`src/rtl/mem_arbiter.sv`:
```
// Two-requester round-robin arbiter in front of a ROM and a RAM.
// One transaction in flight at a time: accept, access, respond.
// Address bit AW picks the RAM (1) or the ROM (0); a write aimed at the
// ROM completes with an error flag and never reaches either memory.
module mem_arbiter #(
    parameter int DATA_WIDTH = 32,
    parameter int ADDR_WIDTH = 64,
    localparam int AW = $clog2(ADDR_WIDTH)
) (
    input  logic                  clk,
    input  logic                  rst,

    input  logic                  m0_valid,
    output logic                  m0_ready,
    input  logic                  m0_we,
    input  logic [AW:0]           m0_addr,
    input  logic [DATA_WIDTH-1:0] m0_wdata,
    output logic                  m0_rvalid,
    output logic [DATA_WIDTH-1:0] m0_rdata,
    output logic                  m0_err,

    input  logic                  m1_valid,
    output logic                  m1_ready,
    input  logic                  m1_we,
    input  logic [AW:0]           m1_addr,
    input  logic [DATA_WIDTH-1:0] m1_wdata,
    output logic                  m1_rvalid,
    output logic [DATA_WIDTH-1:0] m1_rdata,
    output logic                  m1_err,

    output logic                  ram_we,
    output logic [AW-1:0]         ram_addr,
    output logic [DATA_WIDTH-1:0] ram_wdata,
    input  logic [DATA_WIDTH-1:0] ram_rdata,

    output logic [AW-1:0]         rom_addr,
    input  logic [DATA_WIDTH-1:0] rom_rdata,

    output logic                  sel_ram
);

    // state  | meaning
    // IDLE   | waiting for a request; grant and latch happen here
    // ACCESS | memory addressed with the latched index (RAM write strobes here)
    // RESP   | one-cycle response to the granted requester
    typedef enum logic [1:0] {
        IDLE   = 2'd0,
        ACCESS = 2'd1,
        RESP   = 2'd2
    } state_t;

    state_t                r_state;
    state_t                w_next_state;
    logic                  r_ptr;      // 0: m0 has priority, 1: m1 has priority
    logic                  r_gnt;      // requester owning the current transaction
    logic                  r_we;
    logic                  r_sel;      // latched address bit AW
    logic [AW-1:0]         r_idx;
    logic [DATA_WIDTH-1:0] r_wdata;

    logic                  w_gnt0;
    logic                  w_gnt1;
    logic                  w_accept;
    logic                  w_resp;
    logic                  w_rom_wr;
    logic [DATA_WIDTH-1:0] w_rd_data;
    logic [AW:0]           w_addr_mux;
    logic                  w_we_mux;
    logic [DATA_WIDTH-1:0] w_wdata_mux;

    // Next-state and round-robin grant decode
    always_comb begin
        w_next_state = r_state;
        w_gnt0       = 1'b0;
        w_gnt1       = 1'b0;
        case (r_state)
            IDLE: begin
                if (m0_valid || m1_valid) begin
                    w_gnt0       = m0_valid && (!r_ptr || !m1_valid);
                    w_gnt1       = !w_gnt0;
                    w_next_state = ACCESS;
                end
            end
            ACCESS:  w_next_state = RESP;
            RESP:    w_next_state = IDLE;
            default: w_next_state = IDLE;
        endcase
    end

    assign w_accept    = w_gnt0 | w_gnt1;
    assign w_addr_mux  = w_gnt1 ? m1_addr  : m0_addr;
    assign w_we_mux    = w_gnt1 ? m1_we    : m0_we;
    assign w_wdata_mux = w_gnt1 ? m1_wdata : m0_wdata;

    // State register and priority pointer
    always_ff @(posedge clk or posedge rst) begin
        if (rst) begin
            r_state <= IDLE;
            r_ptr   <= 1'b0;
        end else begin
            r_state <= w_next_state;
            if (w_accept) begin
                r_ptr <= w_gnt0;
            end
        end
    end

    // Capture the granted request; the address and select then hold until the next accept
    always_ff @(posedge clk or posedge rst) begin
        if (rst) begin
            r_gnt   <= 1'b0;
            r_we    <= 1'b0;
            r_sel   <= 1'b0;
            r_idx   <= '0;
            r_wdata <= '0;
        end else if (w_accept) begin
            r_gnt   <= w_gnt1;
            r_we    <= w_we_mux;
            r_sel   <= w_addr_mux[AW];
            r_idx   <= w_addr_mux[AW-1:0];
            r_wdata <= w_wdata_mux;
        end
    end

    // Ready is gated by reset so the combinational path stays quiet while rst is high
    assign m0_ready  = w_gnt0 & ~rst;
    assign m1_ready  = w_gnt1 & ~rst;

    assign ram_addr  = r_idx;
    assign rom_addr  = r_idx;
    assign sel_ram   = r_sel;
    assign ram_wdata = r_wdata;
    assign ram_we    = (r_state == ACCESS) && r_we && r_sel;

    // Writes (legal or not) return zero data; reads take the memory picked by the latched select
    assign w_resp    = (r_state == RESP);
    assign w_rom_wr  = r_we & ~r_sel;
    assign w_rd_data = r_we ? '0 : (r_sel ? ram_rdata : rom_rdata);

    assign m0_rvalid = w_resp & ~r_gnt;
    assign m1_rvalid = w_resp &  r_gnt;
    assign m0_rdata  = m0_rvalid ? w_rd_data : '0;
    assign m1_rdata  = m1_rvalid ? w_rd_data : '0;
    assign m0_err    = m0_rvalid & w_rom_wr;
    assign m1_err    = m1_rvalid & w_rom_wr;

endmodule

```
`config.mk`:
```
export PLATFORM = sky130hd
export DESIGN_NAME = mem_arbiter
export DESIGN_NICKNAME = d
export VERILOG_FILES = /design/src/rtl/mem_arbiter.sv
export SDC_FILE = /design/constraint.sdc
export NUM_CORES = 1
export LEC_CHECK = 0
export ABC_AREA = 1
export BUFFER_PORTS_ARGS = -buffer_cell sky130_fd_sc_hd__buf_4
export CAP_MARGIN = 15
export CORE_AREA = 2 2 101 103
export CTS_BUF_LIST = sky130_fd_sc_hd__clkbuf_8
export DETAILED_ROUTE_END_ITERATION = 10
export DIE_AREA = 0 0 103 105
export PLACE_DENSITY = 0.7
export SLEW_MARGIN = 20
export SYNTH_ARGS = -nofsm -noshare
export SYNTH_HDL_FRONTEND = slang
export SYNTH_SLANG_ARGS = --single-unit
```
`constraint.sdc`:
```
create_clock -name clk -period 1.8 [get_ports clk]
set_clock_uncertainty 0.2 [all_clocks]
set_input_delay 0.18 -clock clk [delete_from_list [all_inputs] [get_ports clk]]
set_output_delay 0.18 -clock clk [all_outputs]
set_load 0.1 [all_outputs]
```
==> impl_metrics.toml, run 1 <==
[outcome]
status = "finished with violations"
violations = "negative setup slack"

[clocking]
clk_pin_slew_ns = 0.07
clockBufferDepth = 2
cts_buffers = 5
cts_sinks = 44
root_buffer = "clkbuf_8"
cts_tree = "done"
insertion_delay_ns = 0.29
cts_htree_levels = 2

[floorplan]
ios = 264
die_x_um = 103
core_sq_mm = 0.00964
row_count = 36
fp.dieH_um = 105
initial_utilization_pct = 33.2
die-area_sq_mm = 0.0108

[pwr]
power_density_mw_per_mm2 = 1900
total_power_uw = 15000
peakVddDrop_uv = 1560
cellLeakagePower_uw = 0.00368

[route]
wire_per_inst_um = 18.6
routed_wl_um = 18300
drc = 0
drt_iter0_drc = 199
postRouteAntennaNets = 0
route.vias.total = 4969
dr.pass1.iters = 5
via_per_inst = 5.07

[layout]
drive_gt1_share_pct = 53.7
seqCellArea_sq_mm = 0.00111
fin_nets = 995
fillers = 563
utilization_pct = 81.7
n_antenna_cell = 0
syn_to_final_growth_pct = 146
multi_input_area_sq_mm = 0.00239

[global_route]
grt_max_degree = 55
grt_pass1_vias = 4886
antenna_found_initial = 0
grtUsageTotal_pct = 28.6
grt_overflow_total = 0
grt_pass1_wl_um = 24500

[timing]
setup_viol = 68
timing.max_slew.rel_slack_pct = 64.4
drv_slew = 0
min_period_over_period_pct = 122
fmax_mhz = 454
rsz0062_at_grt = "yes"
final_hold_viol_count = 0
fin_crit_ns = 2.20
worst_pin_slew_ns = 0.534
fin_ws_ns = -0.401
hold_slack_ns = 0.0106

[logic_synthesis]
yosys.area_share.simple_pct = 40.1
synth.area.mux_share_pct = 0
yosys.area_share.xor_xnor_pct = 0
synth_cell_type_count = 19
syn_avg_cell_area_sq_um = 5.94
synth_top_family_by_area = "simple AND/OR/NAND/NOR gates"
syn-instance-count = 539
ys_seq_elements = 44
syn_nets = 687
ys_warn_count = 0
syn-cell-area_sq_mm = 0.00320
synth-adder-area-share_pct = 0
synth_compound_area_share_pct = 9.68
seq_area_frac_synth_pct = 34.4

[placement]
gp_congestion = 0.803
dp_hpwl_um = 9900
io_buffer_count = 263

[worst_setup_path]
required_ns = 1.42
end_kind = "output port"
start_kind = "flip-flop"
cp.arrival_ns = 1.82
critPathKind = "reg2out"
cp_max_fo = 10

[min_path]
min_path_type = "in2reg"

[job]
maxCapViolCount = 0
## final cells by class
type	count	share of cell area, %
Timing Repair Buffer	346	48.5
Clock inverter	3	0.207
Clock buffer	5	0.874
Inverter	73	3.81
Multi-Input combinational cell	377	30.4
Tap cell	133	2.11
Sequential cell	44	14.0
## sequential cells by signal (all words and copies together) (netlist names)
signal and flops:
r_we 1, r_gnt 1, r_ptr 1, r_state 2
ram_addr 6, ram_wdata 32, sel_ram 1
## cells in the mapped netlist
| master | number | share of area (%) |
|---|---|---|
| inv_1 | 72 | 8.4 |
| nand3_1 | 68 | 11 |
| buf_2 | 19 | 3.0 |
| nor3_1 | 3 | 0.47 |
| o21ai_0 | 46 | 7.2 |
| clkbuf_1 | 10 | 1.2 |
| nor2_4 | 1 | 0.35 |
| a21oi_1 | 14 | 2.2 |
| inv_2 | 1 | 0.12 |
| o21ai_1 | 2 | 0.31 |
| buf_1 | 5 | 0.59 |
| buf_4 | 8 | 1.9 |
| dfrtp_1 | 44 | 34 |
| nand2_1 | 109 | 13 |
| buf_6 | 1 | 0.35 |
| nor2_1 | 131 | 15 |
| nand2_2 | 2 | 0.39 |
| clkbuf_2 | 2 | 0.31 |
| nor4_1 | 1 | 0.20 |
## worst paths after layout
path / startpoint / slack [ns] / endpoint / depth (start not counted)
min in group asynchronous: rst / 0.26 / r_gnt$_DFFE_PP0P_ / 3
worst min register to register: ram_wdata[27]$_DFFE_PP0P_ / 0.29 / ram_wdata[27]$_DFFE_PP0P_ / 2
worst max register to register: r_state[1]$_DFFE_PP0P_ / 0.07 / sel_ram$_DFFE_PP0P_ / 8
max in group asynchronous: rst / 0.67 / ram_wdata[6]$_DFFE_PP0P_ / 4
worst max-delay path: sel_ram$_DFFE_PP0P_ / -0.40 / m1_rdata[23] / 7
worst min-delay path: m1_wdata[8] / 0.01 / ram_wdata[8]$_DFFE_PP0P_ / 5
## placed cells by master, fill, tap and decap left out, types with 34 or more instances in the layout
cell           netlist  layout
dlygate4sd3_1        0      37
nand2_1            109     107
dfrtp_1             44      42
inv_1               72      66
nor2_4               1      63
nand3_1             68      65
buf_4                8     218
buf_12               0      78
nor2_1             131      35
nor2_2               0      34
## repair_timing
action                                  4_1_cts  5_1_grt
setup buffers                                 3        6
pin swaps                                     3        9
hold buffers                                 37        0
resized for setup                           226       53
endpoints found under the hold margin        77        0
endpoints found under the setup margin       71       84
cloned                                        1        4
## layer usage
metal	global-route usage [%]	share of wire (%)	vias up
met2	51.3	49	325
met1	30.3	33	2280
met3	8.23	11	92
li1	-	-	2272
met5	0	0	-
met4	12.9	6.8	0
## report_power, final
group / internal, uW / leakage, uW / switching (uW) / total [uW]
clock: 266 / 0.0000507 / 321 / 587
combinational: 3580 / 0.00312 / 8940 / 12500
sequential: 1500 / 0.000508 / 380 / 1880
total: 5350 / 0.00368 / 9640 / 15000
## cells by family after synthesis
group / count (synthesis)
simple gates: 315
buf+inv: 118
flops: 44
compound gates: 62
## critical path: stages (launching register included)
cell	delay, ns
dfrtp_4	0.51
buf_12	0.15
nor2_1	0.05
nor2_1	0.11
o21ai_0	0.13
buf_4	0.20
nor2_4	0.17
buf_12	0.20
## stage by stage
step	setup slack, ns	cells	cell area [sq um]	setup TNS, ns
6_report	-0.401	981	7880	-18.44
5_1_grt	-0.559	981	7880	-22.44
3_3_place_gp	-0.0124	923	6120	-0.0524
3_5_place_dp	-0.0618	923	6120	-0.570
4_1_cts	-0.213	971	7520	-11.31
2_1_floorplan	-0.490	539	3900	-22.65
(Power assumes the default switching activity.)
==> run 2, diff against run 1 <==
BUFFER_PORTS_ARGS = -buffer_cell sky130_fd_sc_hd__clkbuf_2   (was -buffer_cell sky130_fd_sc_hd__buf_4)
==> run 2 against run 1 <==
  * The run still ends with negative setup slack left
  * Die area is the same
  * Via count rose by 2.7%
  * Worst hold slack got worse by 0.0014 ns
  * Combinational power grew 5%
  * Critical path type unchanged
  * Critical endpoint is now m1_rdata[12]
  * Largest cell class unchanged
  * Highest routed layer unchanged
==> impl_metrics.toml, run 2 (synthesis gave the netlist of run 1 again) <==
[min_path]
hold_path_depth = 5
holdCritStartpoint = "m1_wdata[4]"
min_path_type = "in2reg"
whs_endpoint = "ram_wdata[4]$_DFFE_PP0P_"

[worst_setup_path]
r2r_setup_slack_ns = 0.03
worst-r2r-cell-count = 10
critPathKind = "reg2out"
end_kind = "output port"
required_ns = 1.42
start_kind = "flip-flop"
critical_path.cell_chain = "buf_12 > clkbuf_16 > nor2_4 > nor2_2 > o21ai_4 > nor2_4 > buf_12"
crit_path_top_delay_cell = "dfrtp_4"
rr_endpoint = "sel_ram$_DFFE_PP0P_"
cp_top_family = "buffers and inverters"
cpPeakStageDelay_ns = 0.43
cp.arrival_ns = 1.76
cp_max_fo = 7
r2r_start = "r_state[0]$_DFFE_PP0P_"
cp_num_buf_inv = 3

[global_route]
grtUsageTotal_pct = 29.6
grt_max_degree = 55
grt_pass1_wl_um = 25000
grt_pass1_vias = 4997
antenna_found_initial = 2
grt_overflow_total = 0

[pwr]
cellLeakagePower_uw = 0.00366
total_power_uw = 15600
power_density_mw_per_mm2 = 1980
peakVddDrop_uv = 1850

[clocking]
clockBufferDepth = 2
root_buffer = "clkbuf_8"
insertion_delay_ns = 0.30
cts_tree = "done"
cts_htree_levels = 2
cts_sinks = 44
clk_pin_slew_ns = 0.08
cts_buffers = 5

[layout]
drive_gt1_share_pct = 57.4
final_common_cell = "clkbuf_2"
seqCellArea_sq_mm = 0.00111
fin_nets = 1000
largest_register_ffs = 32
multi_input_area_sq_mm = 0.00266
syn_to_final_growth_pct = 146
instances_no_fill = 988
layout_common_cells = "191 x clkbuf_2, 107 x nand2_1, 85 x nor2_4"
utilization_pct = 81.7
fillers = 530

[floorplan]
die-area_sq_mm = 0.0108
initial_utilization_pct = 33.2
fp.dieH_um = 105
core_sq_mm = 0.00964
die_x_um = 103
row_count = 36
ios = 264

[route]
route.vias.total = 5104
drc = 0
drt_iter0_drc = 281
routed_wl_um = 19400
dr.pass1.iters = 5
wire_per_inst_um = 19.6
via_per_inst = 5.17
postRouteAntennaNets = 0

[timing]
final_hold_viol_count = 0
fmax_mhz = 468
fin_ws_ns = -0.338
min_period_over_period_pct = 119
fin_crit_ns = 2.14
timing.max_slew.rel_slack_pct = 62.7
fin_setup_tns_ns = -16.53
setup_viol = 72
drv_slew = 0
rsz0062_at_grt = "yes"
worst_pin_slew_ns = 0.562

[placement]
place_inst = 911
io_buffer_count = 263
dp_hpwl_um = 10200
gp_congestion = 0.825

[outcome]
status = "finished with violations"
violations = "negative setup slack"

[job]
maxCapViolCount = 0
==> run 2: area by class of cell <==
class                   instances  share of cell area, %
well taps                     133                   2.11
repair buffers                349                   44.7
clock buffers                   6                   1.05
inverters                      73                   3.84
repair inverters                2                  0.286
multi-input cells             377                   33.7
clock inverters                 2                  0.143
diodes                          2                 0.0635
flip-flops and latches         44                   14.1
==> run 2: repair_timing <==
item | CTS | global route
pin swaps | 33 | 29
setup buffers | 11 | 6
hold endpoints to repair | 51 | 0
setup endpoints to repair | 71 | 73
cloned | 8 | 3
resized for setup | 77 | 77
hold buffers | 39 | 0
==> run 2: how the worst max path moves through the flow <==
stage,from,end,slack (ns),cells after the start
2_1_floorplan,sel_ram$_DFFE_PP0P_,ram_we,-0.49,4
3_3_place_gp,sel_ram$_DFFE_PP0P_,m1_rdata[2],0.04,6
3_5_place_dp,sel_ram$_DFFE_PP0P_,m1_rdata[29],-0.03,6
4_1_cts,sel_ram$_DFFE_PP0P_,m0_rdata[17],-0.24,7
5_1_grt,sel_ram$_DFFE_PP0P_,m1_rdata[19],-0.52,7
6_report,sel_ram$_DFFE_PP0P_,m1_rdata[12],-0.34,7
==> run 2: report_power, final <==
| group | switching, uW | leakage, uW | internal [uW] |
|---|---|---|---|
| clock | 348 | 0.0000486 | 307 |
| sequential | 367 | 0.000507 | 1510 |
| combinational | 9440 | 0.00311 | 3640 |
| total | 10200 | 0.00366 | 5450 |
==> run 2: worst min-delay path, stage by stage <==
cell and delay [ns]:
clkbuf_2 0.08, nand2_1 0.06, nand3_1 0.07, nand2_1 0.05
inv_1 0.04
==> run 2: metrics by stage <==
| step | worst slack [ns] | instance area (sq um) | hold slack [ns] |
|---|---|---|---|
| after floorplan | -0.490 | 3900 | 0.147 |
| after global placement | 0.0351 | 6470 | 0.0231 |
| after detailed placement | -0.0299 | 6470 | 0.0252 |
| after CTS | -0.238 | 7450 | 0.000309 |
| after global routing | -0.521 | 7880 | 0.0186 |
| final | -0.338 | 7880 | 0.00918 |
==> run 2: layer usage <==
layer	part of all wire, %	up-vias	GRT usage [%]
li1	-	2281	-
met1	33	2365	30.6
met2	51	359	54.1
met3	9.0	99	7.02
met4	7.2	0	14.8
met5	0	-	0
==> run 3, diff against run 2 <==
CORE_AREA = 2 2 104 106   (was 2 2 101 103)
DIE_AREA = 0 0 106 108   (was 0 0 103 105)
PLACE_DENSITY = 0.69   (was 0.7)
clock period = 1.7 ns   (was 1.8 ns; I/O delays follow)
==> run 3 against run 2 <==
  * Largest power group unchanged
  * Total power rose by 6.0%
  * Wire length fell by 9.4%
  * Critical path depth fell by 2
  * The flow still finishes with violations (negative setup slack)
  * Via count fell by 1.0%
  * Critical path type unchanged
  * Clock power rose by 20%
  * Non-clock buffer count rose by 21
  * Design area rose by 2.6%
==> impl_metrics.toml, run 3 (synthesis gave the netlist of run 1 again) <==
[min_path]
hold_path_depth = 5
whs_endpoint = "ram_addr[0]$_DFFE_PP0P_"
holdCritStartpoint = "m0_addr[0]"
min_path_type = "in2reg"

[floorplan]
initial_utilization_pct = 31.3
core_sq_mm = 0.0102
die-area_sq_mm = 0.0114
row_count = 37
ios = 264
fp.dieH_um = 108
die_x_um = 106

[worst_setup_path]
cp.arrival_ns = 1.64
critPathKind = "reg2out"
r2r_setup_slack_ns = -0.11
end_kind = "output port"
worst-r2r-cell-count = 10
required_ns = 1.33
cp_max_fo = 7
rr_endpoint = "ram_wdata[25]$_DFFE_PP0P_"
r2r_start = "r_state[0]$_DFFE_PP0P_"
start_kind = "flip-flop"

[pwr]
cellLeakagePower_uw = 0.00384
total_power_uw = 16500
power_density_mw_per_mm2 = 2050
peakVddDrop_uv = 2040

[placement]
gp_congestion = 0.850
pre_cts_ws_ns = -0.0788
place_inst = 929
dp_hpwl_um = 10400
io_buffer_count = 263

[route]
wire_per_inst_um = 17.3
routed_wl_um = 17500
drt_iter0_drc = 306
route.vias.total = 5052
dr.pass1.iters = 5
drc = 0
via_per_inst = 4.99
postRouteAntennaNets = 0

[timing]
fin_ws_ns = -0.309
rsz0062_at_grt = "yes"
fin_crit_ns = 2.01
setup_viol = 111
drv_slew = 0
final_hold_viol_count = 0
min_period_over_period_pct = 118
worst_pin_slew_ns = 0.564
fmax_mhz = 498
timing.max_slew.rel_slack_pct = 62.6

[clocking]
clockBufferDepth = 2
clk_pin_slew_ns = 0.08
root_buffer = "clkbuf_8"
cts_tree = "done"
cts_buffers = 5
insertion_delay_ns = 0.30
cts_sinks = 44
cts_htree_levels = 2

[layout]
instances_no_fill = 1013
drive_gt1_share_pct = 58.5
final_common_cell = "clkbuf_2"
fillers = 582
largest_register_ffs = 32
n_antenna_cell = 0
fin_nets = 1024
syn_to_final_growth_pct = 152
layout_common_cells = "191 x clkbuf_2, 89 x nand2_1, 84 x buf_12"

[outcome]
violations = "negative setup slack"
status = "finished with violations"

[global_route]
grt_pass1_wl_um = 24000
grt_pass1_vias = 4901
grt_overflow_total = 0
antenna_found_initial = 1
grtUsageTotal_pct = 26.5
grt_max_degree = 55

[job]
maxCapViolCount = 0
==> run 3: repair_timing <==
action | 4_1_cts | 5_1_grt
pin swaps | 3 | 76
hold buffers | 47 | 0
buffers inserted | 9 | 7
gates cloned | 8 | 6
gates resized for setup | 35 | 132
endpoints found under the hold margin | 55 | 0
setup endpoints to repair | 99 | 112
==> run 3: power by group <==
part / internal (uW) / switching, uW / total, uW
sequential: 1600 / 383 / 1990
combinational: 3960 / 9820 / 13800
clock: 430 / 355 / 786
total: 5990 / 10600 / 16500
==> run 3: worst max-delay path by stage <==
stage / slack, ns / depth (start not counted) / to / startpoint
finish: -0.31 / 5 / m0_rdata[10] / r_state[0]$_DFFE_PP0P_
global route: -0.38 / 6 / m1_rdata[31] / sel_ram$_DFFE_PP0P_
CTS: -0.32 / 6 / m0_rdata[18] / sel_ram$_DFFE_PP0P_
detailed placement: -0.08 / 4 / m0_rdata[27] / sel_ram$_DFFE_PP0P_
global placement: -0.04 / 5 / m1_rdata[14] / sel_ram$_DFFE_PP0P_
floorplan: -0.58 / 4 / ram_we / sel_ram$_DFFE_PP0P_
==> run 3: area by class of cell <==
cell class | instances | area [sq um] | share of cell area [%]
timing repair inverter | 5 | 51.3 | 0.634
timing repair buffer | 370 | 3730 | 46.1
multi-input combinational | 377 | 2610 | 32.3
clock buffer | 5 | 68.8 | 0.851
tap | 136 | 170 | 2.10
clock inverter | 3 | 38.8 | 0.480
inverter | 73 | 307 | 3.79
sequential | 44 | 1110 | 13.8
==> run 3: metal layers <==
layer	part of all wire, %	up-vias	global-route usage (%)
met3	9.6	62	7.59
met4	4.1	2	13.8
met5	0.068	-	0
met2	54	320	49.2
met1	33	2335	27.2
li1	-	2333	-
==> run 3: stage by stage <==
step           hold WS, ns  utilization (%)  setup TNS [ns]  cell area (sq um)
3_5_place_dp        0.0419             64.1           -1.72               6560
6_report            0.0202             79.0          -19.99               8090
4_1_cts          0.0000999             73.4          -18.95               7510
2_1_floorplan        0.137                -          -28.86               3930
3_3_place_gp        0.0338             64.1          -0.471               6560
5_1_grt             0.0366             79.0          -27.32               8090
==> run 3: worst max-delay path: stages (launching register included) <==
cell and delay (ns):
dfrtp_1 0.38, inv_2 0.13, nand3_4 0.25, clkbuf_16 0.28, nor2_4 0.12, buf_12 0.18
